==> src/rtl/cpu_defs_pkg.sv <==
// Shared fetch-stage definitions: widths, PC step, reset PC, FSM encoding.
// Latency: n/a (constants only).
// Backpressure: n/a.
package cpu_defs;

  localparam int          INSTR_W       = 32;
  localparam int          PC_STEP       = 4;
  localparam logic [31:0] RESET_PC_DFLT = 32'h0000_0000;
  localparam int          FQ_DEPTH      = 2;

  // Fetch FSM encoding
  localparam logic [1:0] ST_IDLE = 2'd0;
  localparam logic [1:0] ST_REQ  = 2'd1;
  localparam logic [1:0] ST_WAIT = 2'd2;

  // Fetch-queue entry layout, MSB first: {pc, instr}.
  // The instruction occupies the low INSTR_W bits, the PC the bits above it.
  localparam int FQ_INSTR_LSB = 0;

endpackage

==> src/rtl/fetch_queue.sv <==
// Two-entry FIFO of {pc, instr} with flush; head is read combinationally.
// Latency: a push is visible at the head on the next cycle.
// Backpressure: caller must never push when full; flush wins over push/pop.
module fetch_queue
  import cpu_defs::*;
#(
  parameter int ADDR_W = 32
) (
  input  logic                clk,
  input  logic                rst,
  input  logic                push,
  input  logic [ADDR_W-1:0]   push_pc,
  input  logic [INSTR_W-1:0]  push_instr,
  input  logic                pop,
  input  logic                flush,
  output logic [1:0]          count,
  output logic [ADDR_W-1:0]   head_pc,
  output logic [INSTR_W-1:0]  head_instr,
  output logic                head_valid
);

  localparam int ENTRY_W = ADDR_W + INSTR_W;

  logic [ENTRY_W-1:0] mem [2];
  logic               rd_ptr;
  logic               wr_ptr;

  // Storage, pointers and occupancy; flush empties the queue in one cycle
  always_ff @(posedge clk or negedge rst) begin
    if (!rst) begin
      for (int i = 0; i < 2; i++) mem[i] <= '0;
      rd_ptr <= 1'b0;
      wr_ptr <= 1'b0;
      count  <= 2'd0;
    end else if (flush) begin
      rd_ptr <= 1'b0;
      wr_ptr <= 1'b0;
      count  <= 2'd0;
    end else begin
      if (push) begin
        mem[wr_ptr] <= {push_pc, push_instr};
        wr_ptr      <= ~wr_ptr;
      end
      if (pop) rd_ptr <= ~rd_ptr;
      count <= count + {1'b0, push} - {1'b0, pop};
    end
  end

  assign head_instr = mem[rd_ptr][FQ_INSTR_LSB +: INSTR_W];
  assign head_pc    = mem[rd_ptr][INSTR_W +: ADDR_W];
  assign head_valid = (count != 2'd0);

endmodule

==> src/rtl/instr_fetch_unit.sv <==
// Fetch stage: owns the PC, issues req/gnt/rvalid reads, buffers words in a 2-entry queue.
// Latency: 3 cycles from idle to first valid instruction; 1 instruction per 2 cycles max.
// Backpressure: stall holds the head; new requests stop once queue + outstanding reach 2.
module instr_fetch_unit
  import cpu_defs::*;
#(
  parameter int                ADDR_W   = 32,
  parameter logic [ADDR_W-1:0] RESET_PC = ADDR_W'(RESET_PC_DFLT),
  parameter int                DEPTH    = FQ_DEPTH
) (
  input  logic                clk,
  input  logic                rst,
  output logic                imem_req,
  output logic [ADDR_W-1:0]   imem_addr,
  input  logic                imem_gnt,
  input  logic                imem_rvalid,
  input  logic [INSTR_W-1:0]  imem_rdata,
  input  logic                redirect_en,
  input  logic [ADDR_W-1:0]   redirect_pc,
  input  logic                stall,
  output logic [INSTR_W-1:0]  instruction,
  output logic [ADDR_W-1:0]   instr_pc,
  output logic                instr_valid
);

  localparam logic [1:0]        DEPTH_C = 2'(DEPTH);
  localparam logic [ADDR_W-1:0] PC_INC  = ADDR_W'(PC_STEP);

  logic [1:0]        state, state_nxt;
  logic [ADDR_W-1:0] fetch_pc, fetch_pc_nxt;
  logic [ADDR_W-1:0] req_pc, req_pc_nxt;
  logic              drop, drop_nxt;
  logic [1:0]        fq_count;
  logic              push, pop;
  logic              room_after_push;
  logic [ADDR_W-1:0] redirect_aligned;

  assign redirect_aligned = redirect_pc & ~ADDR_W'(3);

  // A response is only kept when it belongs to a live request and no redirect is in flight
  assign push = (state == ST_WAIT) && imem_rvalid && !drop && !redirect_en;
  assign pop  = instr_valid && !stall && !redirect_en;

  // In WAIT the single outstanding request retires with this push
  assign room_after_push = ({1'b0, fq_count} + 3'd1) < {1'b0, DEPTH_C};

  // Next-state logic: normal fetch flow first, redirect overrides afterwards
  always_comb begin
    state_nxt    = state;
    fetch_pc_nxt = fetch_pc;
    req_pc_nxt   = req_pc;
    drop_nxt     = drop;
    case (state)
      ST_IDLE: if (fq_count < DEPTH_C) state_nxt = ST_REQ;
      ST_REQ: begin
        if (imem_gnt) begin
          state_nxt    = ST_WAIT;
          req_pc_nxt   = fetch_pc;
          fetch_pc_nxt = fetch_pc + PC_INC;
        end
      end
      ST_WAIT: begin
        if (imem_rvalid) begin
          drop_nxt  = 1'b0;
          state_nxt = (drop || room_after_push) ? ST_REQ : ST_IDLE;
        end
      end
      default: state_nxt = ST_IDLE;
    endcase
    if (redirect_en) begin
      fetch_pc_nxt = redirect_aligned;
      case (state)
        ST_IDLE: state_nxt = ST_REQ;
        // Granted this cycle: that response belongs to the old path
        ST_REQ:  if (imem_gnt) drop_nxt = 1'b1;
        ST_WAIT: begin
          if (imem_rvalid) begin
            // The stale response arrives right now; nothing left to discard
            drop_nxt  = 1'b0;
            state_nxt = ST_REQ;
          end else begin
            drop_nxt  = 1'b1;
          end
        end
        default: state_nxt = ST_IDLE;
      endcase
    end
  end

  // FSM, PC and drop-flag registers
  always_ff @(posedge clk or negedge rst) begin
    if (!rst) begin
      state    <= ST_IDLE;
      fetch_pc <= RESET_PC;
      req_pc   <= RESET_PC;
      drop     <= 1'b0;
    end else begin
      state    <= state_nxt;
      fetch_pc <= fetch_pc_nxt;
      req_pc   <= req_pc_nxt;
      drop     <= drop_nxt;
    end
  end

  assign imem_req  = (state == ST_REQ);
  assign imem_addr = fetch_pc;

  fetch_queue #(
    .ADDR_W (ADDR_W)
  ) u_fetch_queue (
    .clk        (clk),
    .rst        (rst),
    .push       (push),
    .push_pc    (req_pc),
    .push_instr (imem_rdata),
    .pop        (pop),
    .flush      (redirect_en),
    .count      (fq_count),
    .head_pc    (instr_pc),
    .head_instr (instruction),
    .head_valid (instr_valid)
  );

endmodule

==> config.mk <==
export PLATFORM = sky130hd
export DESIGN_NAME = instr_fetch_unit
export DESIGN_NICKNAME = d
export VERILOG_FILES = /design/src/rtl/cpu_defs_pkg.sv /design/src/rtl/fetch_queue.sv /design/src/rtl/instr_fetch_unit.sv
export SDC_FILE = /design/constraint.sdc
export NUM_CORES = 1
export LEC_CHECK = 0
export BUFFER_PORTS_ARGS = -buffer_cell sky130_fd_sc_hd__clkbuf_2
export CORE_MARGIN = 4
export CORE_UTILIZATION = 43
export DETAILED_ROUTE_END_ITERATION = 8
export GPL_ROUTABILITY_DRIVEN = 0
export PLACE_DENSITY = 0.68
export SYNTH_ARGS = -nofsm -noshare
export SYNTH_HDL_FRONTEND = slang
export SYNTH_SLANG_ARGS = --single-unit
==> constraint.sdc <==
create_clock -name clk -period 1.9 [get_ports clk]
set_clock_uncertainty 0.15 [all_clocks]
set_input_delay 0.095 -clock clk [delete_from_list [all_inputs] [get_ports clk]]
set_output_delay 0.095 -clock clk [all_outputs]
set_load 0.01 [all_outputs]
==> reports/metrics.yaml <==
detailed_routing:
  vias: 6059
  vias_per_cell: 5.07
  drc: 0
  wl_um: 21100
  drt_iter0_markers: 178
  drt_pass1_iterations: 4
  wl_per_cell_um: 17.6
  detail-route-antenna-nets: 0
critical_path:
  critPathLaunchType: "flop"
  critPathKind: "flop to flop"
  required_ns: 2.05
  cp_slowest_cell: "dfrtp_1"
  path_cells: "inv_2, ha_4, nand2_4, nor4_4, buf_6, clkbuf_16, mux2_4"
  crit_buf_inv: 3
  cp.arrival_ns: 2.06
  slowest_delay_ns: 0.41
  crit_path_end_kind: "flop"
  crit_path_max_fanout: 8
  crit_family: "buffers and inverters"
yosys:
  avgSynthCellArea_um2: 13.4
  synth_area_mm2: 0.00859
  synth_edf_count: 0
  synthSimpleGateAreaFrac_pct: 7.04
  synth_xor_area_share_pct: 3.16
  synth_top_family_by_area: "multiplexers"
  synth_top_area_cell: "dfrtp_1"
  synthAdderAreaFrac_pct: 1.02
  synth-seq-cells: 191
  yosysUniqueCellTypes: 37
  synth_area_leaders: "dfrtp_1, mux2_2, xor2_1"
  yosysMostFrequentCell: "mux2_2"
  synth_common_cells: "mux2_2, dfrtp_1, nand2_1"
  async_flop_share_pct: 100
  synth_compound_area_share_pct: 2.65
  synth.top_cell.area_share_pct: 55.7
  netlist_instances: 639
  synthFlopType: "dfrtp_1"
  synth_seq_area_share_pct: 55.7
  yosysWarnings: 0
  synth.area.mux_share_pct: 28.2
floorplan:
  die_x_um: 149
  die-height_um: 149
  initial_core_util_pct: 44.0
  core_mm2: 0.0195
  pin_count: 168
  rows: 51
  die-area_mm2: 0.0223
global_routing:
  grt_pass1_wl_um: 32700
  grt_max_degree: 67
  grt.total_usage_pct: 18.4
  overflow: 0
  grt_pass1_vias: 6335
  antenna_found_initial: 1
clock_network:
  htree_num_levels: 4
  cts_root_buffer: "clkbuf_16"
  clk_pin_slew_ns: 0.06
  cts_buffers: 17
  cts_sinks: 191
  clockBufferDepth: 2
  cts_tree: "yes"
  clkLatencyLatePin_ns: 0.42
sta:
  setup_viol: 12
  layout_setup_ws_ns: -0.00737
  min_period_over_period_pct: 100
  timing.fmax_mhz: 524
  rsz0062_at_grt: "true"
  final-max-slew-violation-count: 0
  fin_crit_ns: 1.91
  finalHoldViolCount: 0
power_and_ir_drop:
  power_frac_clock_pct: 25.4
  swShare_pct: 29.6
  power_per_cell_area_mw_per_mm2: 1160
  p_comb_share_pct: 31.7
  intPower_mw: 9.61
  ir_drop_mv: 0.625
  p_switching_mw: 4.03
  seqPwrFrac_pct: 42.9
  static-leakage-power_nw: 5.77
cells_and_area:
  fin_util_pct: 60.3
  stdcell_area_mm2: 0.0118
  final_nets: 993
  drive_gt1_share_pct: 51.8
  synthToLayoutAreaGrowth_pct: 37.0
  final_cells: 1195
placement:
  place_area_mm2: 0.0101
  dp.cells: 1086
  pre_cts_slack_ns: -0.0497
  port-buffer-count: 161
  dp.final_hpwl_um: 13200
run_status:
  status: "complete, but fails checks"
  failed_checks: "negative setup slack"
hold_path:
  hold_class: "input pin to async pin"
job:
  maxCapViolCount: 0
[per-layer routing]
metal  part of all wire [%]  up-vias  GRT usage, %
li1                       -     2819             -
met1                     46     3087          24.2
met2                     49      142          31.5
met3                    4.9       11          4.47
met4                   0.60        0          3.39
met5                      0        -             0
[worst paths after layout]
| path | from | slack, ns | cells after the start | endpoint |
|---|---|---|---|---|
| setup / recovery | state[0]$_DFF_PN0_ | -0.007 | 7 | u_fetch_queue.mem[93]$_DFFE_PN0P_ |
| hold / removal | rst | 0.06 | 2 | u_fetch_queue.mem[24]$_DFFE_PN0P_ |
| setup reg to reg | state[0]$_DFF_PN0_ | -0.007 | 7 | u_fetch_queue.mem[93]$_DFFE_PN0P_ |
| hold reg to reg | u_fetch_queue.mem[74]$_DFFE_PN0P_ | 0.34 | 1 | u_fetch_queue.mem[74]$_DFFE_PN0P_ |
| max in group asynchronous | rst | 0.94 | 3 | u_fetch_queue.mem[110]$_DFFE_PN0P_ |
| min in group clk | redirect_pc[12] | 0.28 | 4 | imem_addr[12]$_DFFE_PN0P_ |
[power groups by stage]
stage                     logic [mW]  clock network [mW]  registers, mW
after floorplan                 2.36                   0           5.71
final                           4.32                3.47           5.85
after global routing            4.69                3.75           5.99
after detailed placement        3.78                   0           5.86
after CTS                       3.93                3.56           5.79
after global placement          3.71                   0           5.82
[cell families (layout without fill, tap and decap cells)]
family                   after synthesis  after routing
multiplexers                         215            215
flip-flops                           191            191
AND/OR/NAND/NOR                      108            108
AO/OA/AOI/OAI                         43             43
buffers and inverters                 43            330
XOR/XNOR                              31             31
adder cells (fa/ha/maj)                7              7
other                                  1              5
[per-stage QoR]
stage	total power, mW	TNS (ns)	hold WS [ns]
after floorplan	8.07	-3.92	-0.351
after global placement	9.52	-0.0437	-0.0490
after detailed placement	9.64	-1.09	-0.0438
after CTS	13.3	0	0.0690
after global routing	14.4	-4.20	0.0879
final	13.6	-0.0408	0.0583
[registers in the layout, indices dropped and copies added, names as in the netlist]
register,cells
drop,1
imem_addr,30
req_pc,30
state,2
u_fetch_queue.count,2
u_fetch_queue.mem,124
u_fetch_queue.rd_ptr,1
u_fetch_queue.wr_ptr,1
[cell usage in the layout, fill, tap and decap left out, types with 3 or more instances in the layout]
| cell type | synthesis | routed |
|---|---|---|
| nand4_1 | 12 | 12 |
| o21ai_0 | 28 | 26 |
| xnor2_1 | 5 | 5 |
| and3_1 | 3 | 3 |
| a21oi_1 | 3 | 3 |
| dlygate4sd3_1 | 0 | 67 |
| dfrtp_1 | 191 | 190 |
| xor2_1 | 26 | 26 |
| nand3_1 | 12 | 12 |
| nor2_1 | 8 | 8 |
| nand2_1 | 48 | 46 |
| o21ai_1 | 8 | 10 |
| and2_1 | 3 | 3 |
| inv_6 | 0 | 4 |
| nor3_1 | 5 | 4 |
| buf_12 | 0 | 13 |
| mux2_2 | 209 | 162 |
| clkbuf_2 | 0 | 160 |
| clkinvlp_4 | 0 | 3 |
| ha_1 | 7 | 5 |
| clkinv_2 | 0 | 3 |
| mux2_1 | 5 | 4 |
| buf_6 | 0 | 3 |
| clkbuf_16 | 0 | 20 |
| nor4_4 | 3 | 3 |
| mux2_4 | 0 | 48 |
| buf_4 | 4 | 43 |
| clkbuf_1 | 16 | 3 |
| conb_1 | 1 | 4 |
| inv_1 | 8 | 7 |
[area by class of cell]
class / count / area (um^2)
Tap cell: 265 / 332
Clock inverter: 12 / 133
Fill cell: 1568 / 7760
Antenna cell: 1 / 2.50
Inverter: 8 / 30.0
Multi-Input combinational cell: 408 / 3870
Timing Repair Buffer: 290 / 2180
Sequential cell: 191 / 4780
Clock buffer: 20 / 437
[what timing repair did]
item	CTS	global route
hold endpoints to repair	290	0
gates resized for setup	6	61
hold buffers	67	0
buffers inserted	0	6
pin swaps	0	6
gates cloned	0	3
endpoints found under the setup margin	137	171
Note: power is estimated with default switching activity, not from simulation.
